**src/rtl/aes_pkg.sv**
```systemverilog
// aes_pkg: shared ShiftRows constants, buffer state encoding and index helpers
package aes_pkg;
  localparam int WORD_W = 32;
  typedef enum logic [1:0] {EMPTY = 2'd0, ONE = 2'd1, FULL = 2'd2} buf_state_t;
  function automatic bit nb_legal(input int nb);
    return nb == 4 || nb == 6 || nb == 8;
  endfunction
  function automatic int shift_offset(input int nb, input int r);
    return (nb == 8 && r >= 2) ? r + 1 : r;
  endfunction
  function automatic int byte_idx(input int c, input int r);
    return 4 * c + r;
  endfunction
endpackage

```
**src/rtl/shift_rows_comb.sv**
```systemverilog
// shift_rows_comb: combinational Rijndael ShiftRows / InvShiftRows byte permutation
module shift_rows_comb
  import aes_pkg::*;
#(
  parameter int NB = 4
) (
  input  logic [0:WORD_W*NB-1] data,
  input  logic                 enc,
  output logic [0:WORD_W*NB-1] shifted
);
  if (!nb_legal(NB)) begin : g_bad_nb
    $error("shift_rows_comb: NB must be 4, 6 or 8");
  end
  for (genvar c = 0; c < NB; c++) begin : g_col
    for (genvar r = 0; r < 4; r++) begin : g_row
      localparam int S = shift_offset(NB, r);
      assign shifted[8*byte_idx(c, r) +: 8] = enc ? data[8*byte_idx((c + S) % NB, r) +: 8]
                                                  : data[8*byte_idx((c - S + NB) % NB, r) +: 8];
    end
  end
endmodule

```
**src/rtl/shift_rows_stream.sv**
```systemverilog
// shift_rows_stream: ShiftRows stage with valid/ready stream and 2-entry output FIFO
module shift_rows_stream
  import aes_pkg::*;
#(
  parameter int NB    = 4,
  parameter int TAG_W = 4
) (
  input  logic                 clk,
  input  logic                 rst_n,
  input  logic                 flush,
  input  logic                 in_valid,
  output logic                 in_ready,
  input  logic [0:WORD_W*NB-1] in_data,
  input  logic                 in_enc,
  input  logic [TAG_W-1:0]     in_tag,
  output logic                 out_valid,
  input  logic                 out_ready,
  output logic [0:WORD_W*NB-1] out_data,
  output logic [TAG_W-1:0]     out_tag
);
  localparam int BLK_W = WORD_W * NB;
  buf_state_t         r_state;
  logic               r_wptr;
  logic               r_rptr;
  logic [0:BLK_W-1]   r_data [2];
  logic [TAG_W-1:0]   r_tag  [2];
  logic [0:BLK_W-1]   w_shifted;
  logic               w_push;
  logic               w_pop;
  buf_state_t         w_state_nxt;

  shift_rows_comb #(.NB(NB)) u_comb (
    .data    (in_data),
    .enc     (in_enc),
    .shifted (w_shifted)
  );

  assign in_ready  = r_state != FULL;
  assign out_valid = r_state != EMPTY;
  assign w_push    = in_valid && in_ready;
  assign w_pop     = out_valid && out_ready;
  assign out_data  = out_valid ? r_data[r_rptr] : '0;
  assign out_tag   = out_valid ? r_tag[r_rptr] : '0;

  // occupancy follows push/pop; a simultaneous push and pop keeps the level
  always_comb begin
    w_state_nxt = (w_push && !w_pop) ? (r_state == EMPTY ? ONE : FULL) :
                  (!w_push && w_pop) ? (r_state == FULL ? ONE : EMPTY) : r_state;
  end

  // buffer state and pointers; flush empties the FIFO and beats push/pop
  always_ff @(posedge clk or negedge rst_n) begin
    if (!rst_n) begin
      r_state <= EMPTY;
      r_wptr  <= 1'b0;
      r_rptr  <= 1'b0;
    end else if (flush) begin
      r_state <= EMPTY;
      r_wptr  <= 1'b0;
      r_rptr  <= 1'b0;
    end else begin
      r_state <= w_state_nxt;
      if (w_push) r_wptr <= ~r_wptr;
      if (w_pop) r_rptr <= ~r_rptr;
    end
  end

  // storage is unreset; out_data/out_tag are masked while empty
  always_ff @(posedge clk) begin
    if (w_push && !flush) begin
      r_data[r_wptr] <= w_shifted;
      r_tag[r_wptr]  <= in_tag;
    end
  end
endmodule

```
**config.mk**
```make
export PLATFORM = sky130hd
export DESIGN_NAME = shift_rows_stream
export DESIGN_NICKNAME = d
export VERILOG_FILES = /design/src/rtl/aes_pkg.sv /design/src/rtl/shift_rows_comb.sv /design/src/rtl/shift_rows_stream.sv
export SDC_FILE = /design/constraint.sdc
export NUM_CORES = 1
export LEC_CHECK = 0
export ABC_AREA = 1
export ABC_CLOCK_PERIOD_IN_PS = 6200
export CORE_MARGIN = 1
export CORE_UTILIZATION = 32
export DETAILED_ROUTE_END_ITERATION = 8
export SLEW_MARGIN = 20
export SYNTH_ARGS = -nofsm -noshare
export SYNTH_HDL_FRONTEND = slang
export SYNTH_SLANG_ARGS = --single-unit
```
**constraint.sdc**
```tcl
create_clock -name clk -period 6.2 [get_ports clk]
set_input_delay 1.55 -clock clk [delete_from_list [all_inputs] [get_ports clk]]
set_output_delay 1.55 -clock clk [all_outputs]
set_load 0.05 [all_outputs]
```
Word level (Yosys, flattened, before mapping) --
Memory sizes are Yosys's and may differ from the RTL's. Cells that the tools add are included.
Cells by class: multiplexer cells 21, reduce and logical (&&, ||, !) cells 13, equality and inequality tests 2, bitwise logic cells 2
Operators with widths (count):
- 128-bit two-way mux | 1
- 8-bit two-way mux | 8
- 2-bit two-way mux | 4
- 1-bit two-way mux | 7
- 2-bit nonzero test | 3
- 1-bit logical AND | 5
- 4-bit two-way mux | 1
- 1-bit logical NOT | 3
- 3-bit nonzero test | 1
- 2-bit == test, second input constant | 1
- 2-bit logical NOT | 1
- 2-bit != test, second input constant | 1
- 1-bit NOT | 2
Storage, ports and cells: memory bits (writable) 264, memories 2, input bits 138, output and inout port bits 134, flip-flop bits (word level) 4
Memory list:
- r_data | words 2, bits a word 128, rd ports 1, clocked after Yosys merged registers in 0, write ports 1, RTL line shift_rows_stream.sv:25 | logic [0:BLK_W-1] r_data [2];
- r_tag | words 2, bits a word 4, rd ports 1, clocked after Yosys merged registers in 0, write ports 1, RTL line shift_rows_stream.sv:26 | logic [TAG_W-1:0] r_tag [2];

Depth between registers and ports, before layout --
depth after elaboration 7, depth in mapped cells 7

Modules after synthesis --
Synthesis repeated with hierarchy kept, for this count alone.
Second synthesis, totals: cell total of the unflattened synthesis 1004, area total of the unflattened synthesis 11467.2 µm²
By module, submodules not included:
- shift_rows_stream | cells each 734, instances 1, area an instance 10142.2 µm²
- shift_rows_comb | cells each 270, instances 1, area an instance 1325.0 µm²

Worst setup path before layout --
Ideal clock, no wire load.
path type input to register, start input port in_valid, end memory r_data[0][0] (netlist bit) (enable), stages 4, arrival time 7.312 ns, slack -1.736 ns, setup time 0.624 ns, buffers on the path 0, cells stage by stage inv_1 a21oi_2 nand2_1 nor2_1
Between the ends: longest elaborated chain between the ends 4
Ends and longest elaborated chain:
- start: declaration | RTL line shift_rows_stream.sv:11 | input logic in_valid,
- 1-bit logical AND | RTL line shift_rows_stream.sv:40 | assign w_push = in_valid && in_ready;
- 1-bit logical AND | RTL line shift_rows_stream.sv:70 | if (w_push && !flush) begin
- 1-bit two-way mux | RTL line shift_rows_stream.sv:70
- 1-bit two-way mux (implied by the code) | RTL line shift_rows_stream.sv:71 | r_data[r_wptr] <= w_shifted;
- end: declaration | RTL line shift_rows_stream.sv:25
No other way between the ends.

Worst setup path in the final report --
start register r_rptr, end output port out_data[120] (netlist bit)
Between the ends: longest elaborated chain between the ends 2
Ends and longest elaborated chain:
- start: declaration | RTL line shift_rows_stream.sv:24 | logic r_rptr;
- start signal: assignment | RTL line shift_rows_stream.sv:64 | if (w_pop) r_rptr <= ~r_rptr;
- memory 2 x 128 bit
- 128-bit two-way mux | RTL line shift_rows_stream.sv:42 | assign out_data = out_valid ? r_data[r_rptr] : '0;
- end: declaration | RTL line shift_rows_stream.sv:18 | output logic [0:WORD_W*NB-1] out_data,
No other way between the ends.

==> results.json <==
{
  "overflow": 0,
  "path_class": "reg -> out",
  "first_pass_iters": 4,
  "cp_data_required_time_ns": 4.65,
  "syn_area_per_cell_um2": 11.8,
  "register_area_um2": 8030,
  "ant_nets": 0,
  "status": "finished clean",
  "slew_violations": 0,
  "place_ws_ns": 2.12,
  "n_fill_cell": 3014,
  "ios": 272,
  "crit_buf_inv": 3,
  "worstMarginPinSlew_ns": 0.986,
  "vias_per_cell": 4.56,
  "hold_violations": 0,
  "synth.area.mux_share_pct": 0,
  "core-area_um2": 32900,
  "gp_congestion": 0.781,
  "finClkSkew_ns": 0.0148,
  "slew_headroom_pct": 34.3,
  "hp-class": "reg -> reg",
  "period_share_pct": 74.4,
  "synth_xor_area_share_pct": 0,
  "multiInputGateArea_um2": 2340,
  "critPathArrivalTime_ns": 3.06,
  "yosys.area_share.simple_pct": 12.2,
  "syn-num-nets": 1049,
  "crit_slowest_cell": "clkdlybuf4s50_1",
  "fmax_mhz": 217,
  "drt-initial-drc-count": 423,
  "numClockSinks": 268,
  "p_leak_nw": 5.25,
  "port_buffers": 271,
  "nNetsFinal": 1308,
  "cts_root_buf": "clkbuf_16",
  "ys_seq_elements": 268,
  "synth.yosys.warnings": 0,
  "ir_drop_mv": 0.206,
  "crit_chain": "inv_4 -> buf_4 -> nand2_1 -> a21oi_1 -> clkdlybuf4s50_1",
  "cts_max_level": 1,
  "cp-end-kind": "output port",
  "synth_compound_area_share_pct": 9.37,
  "syn_inst": 911,
  "cp_slowest_stage_delay_ns": 0.85,
  "antenna_found_initial": 2,
  "die_y_um": 186,
  "cap_violations": 0,
  "ys_seq_area_share_pct": 74.4,
  "die_w_um": 186,
  "drc": 0,
  "grt_pass1_vias": 7056,
  "syn_to_final_growth_pct": 37.9,
  "syn-cell-area_um2": 10800,
  "hold_ws_ns": 0.549,
  "wl_um": 27100,
  "grt_max_degree": 74,
  "grt_pass1_wl_um": 39900,
  "startpoint_type": "register",
  "setup_slack_ns": 1.59,
  "period_needed_ns": 4.61,
  "synth_top_family_by_area": "simple AND/OR/NAND/NOR gates",
  "finalPower_mw": 4.52,
  "clk_pin_slew_worst_paths_ns": 0.06,
  "cts_made_buffers": 31,
  "post_synth_num_cell_types": 19,
  "cts_tree": "built",
  "rsz0062_at_grt": "no",
  "dieArea_um2": 34500,
  "dp_hpwl_um": 17200,
  "clock_path_buffers": 3,
  "insertion_delay_ns": 0.55,
  "num_rows": 66,
  "crit_fanout": 42,
  "final.setup.tns_ns": 0,
  "postCtsSetupBuffers": 0,
  "grtUsageTotal_pct": 15.1,
  "wl_per_cell_um": 16.5,
  "synth-adder-area-share_pct": 0,
  "start_util_pct": 32.8,
  "cp_top_family": "buffers and inverters",
  "cts_hold_buf": 0,
  "diodes": 0,
  "setup_viol": 0,
  "drive_gt1_share_pct": 5.77,
  "p_per_area_nw_per_um2": 304,
  "cts_resized": 0,
  "vias": 7466
}
==> cell usage after synthesis <==
| master | count | area share (%) |
|---|---|---|
| buf_2 | 42 | 1.9 |
| inv_1 | 35 | 1.2 |
| nor2_1 | 35 | 1.2 |
| o21ai_1 | 1 | 0.046 |
| o22ai_1 | 1 | 0.058 |
| buf_4 | 4 | 0.28 |
| a21oi_2 | 1 | 0.081 |
| inv_2 | 2 | 0.070 |
| a21oi_1 | 166 | 7.7 |
| buf_6 | 2 | 0.21 |
| edfxtp_1 | 264 | 73 |
| nor2_2 | 1 | 0.058 |
| clkbuf_1 | 9 | 0.31 |
| dfrtp_1 | 4 | 0.93 |
| nand2_1 | 307 | 11 |
| nand4_1 | 3 | 0.17 |
| nand3_1 | 1 | 0.046 |
| o21ai_0 | 32 | 1.5 |
| clkinv_2 | 1 | 0.046 |
==> report_power, final <==
part | internal [mW] | leakage [nW] | switching (mW) | total, mW
sequential | 2.08 | 2.47 | 0.0193 | 2.10
combinational | 0.227 | 2.30 | 0.449 | 0.676
clock | 1.04 | 0.480 | 0.712 | 1.75
total | 3.34 | 5.25 | 1.18 | 4.52
==> registers in the layout, summed over array words and instances (netlist names) <==
name / cells
r_rptr: 1
r_wptr: 1
r_state: 2
r_data: 256
r_tag: 8
==> cells in the final DEF (no fill, tap or decap), drive strengths merged, types with 3 or more instances in the layout <==
cell / Yosys / layout
clkbuf: 9 / 34
dfrtp: 4 / 4
clkdlybuf4s50: 0 / 270
clkinv: 1 / 15
edfxtp: 264 / 264
a21oi: 167 / 167
nor2: 36 / 36
inv: 37 / 40
buf: 48 / 13
bufinv: 0 / 3
nand4: 3 / 3
o21ai: 33 / 33
clkinvlp: 0 / 4
nand2: 307 / 307
==> through the flow <==
stage               area (um^2)  cells  util, %
finish                    14900   1637     45.3
global route              14900   1637     45.3
CTS                       14900   1637     45.3
detailed placement        13900   1579     42.3
global placement          13900   1579     42.3
floorplan                 10800    911        -
==> kinds of logic after synthesis <==
| logic type | count (synthesis) |
|---|---|
| simple gates | 347 |
| flops | 268 |
| compound gates | 201 |
| buf+inv | 95 |
==> worst register-to-register path, delay by kind of cell, from the launching register on <==
family,cells,cell delay (ns)
buffers and inverters,3,1.11
flip-flops,1,0.44
AND/OR/NAND/NOR,3,0.31
==> metal layers <==
layer / wire length, um / up-vias / global-route usage, % / share of wire, %
li1: - / 3676 / - / -
met1: 11600 / 3482 / 19.8 / 43
met2: 12300 / 265 / 24.1 / 46
met3: 2540 / 39 / 4.75 / 9.4
met4: 584 / 4 / 3.80 / 2.2
met5: 23 / - / 0 / 0.085
==> area by class of cell <==
type | instances | share of cell area, %
tap | 442 | 3.72
inverter | 38 | 0.975
clock inverter | 24 | 1.40
sequential | 268 | 54.0
timing repair buffer | 283 | 18.9
multi-input combinational | 548 | 15.8
clock buffer | 34 | 5.29
==> path summary, 6_finish.rpt <==
path	from	slack, ns	cells after the start	to
worst max-delay path	r_rptr	1.59	5	out_data[120]
worst min-delay path	r_wptr	0.55	1	r_wptr
worst max register to register	r_state[0]	3.92	6	r_data[1][58]
worst min register to register	r_wptr	0.55	1	r_wptr
max in group asynchronous	rst_n	4.81	1	r_rptr
min in group asynchronous	rst_n	1.20	1	r_state[0]
Note: power is estimated with default switching activity, not from simulation.
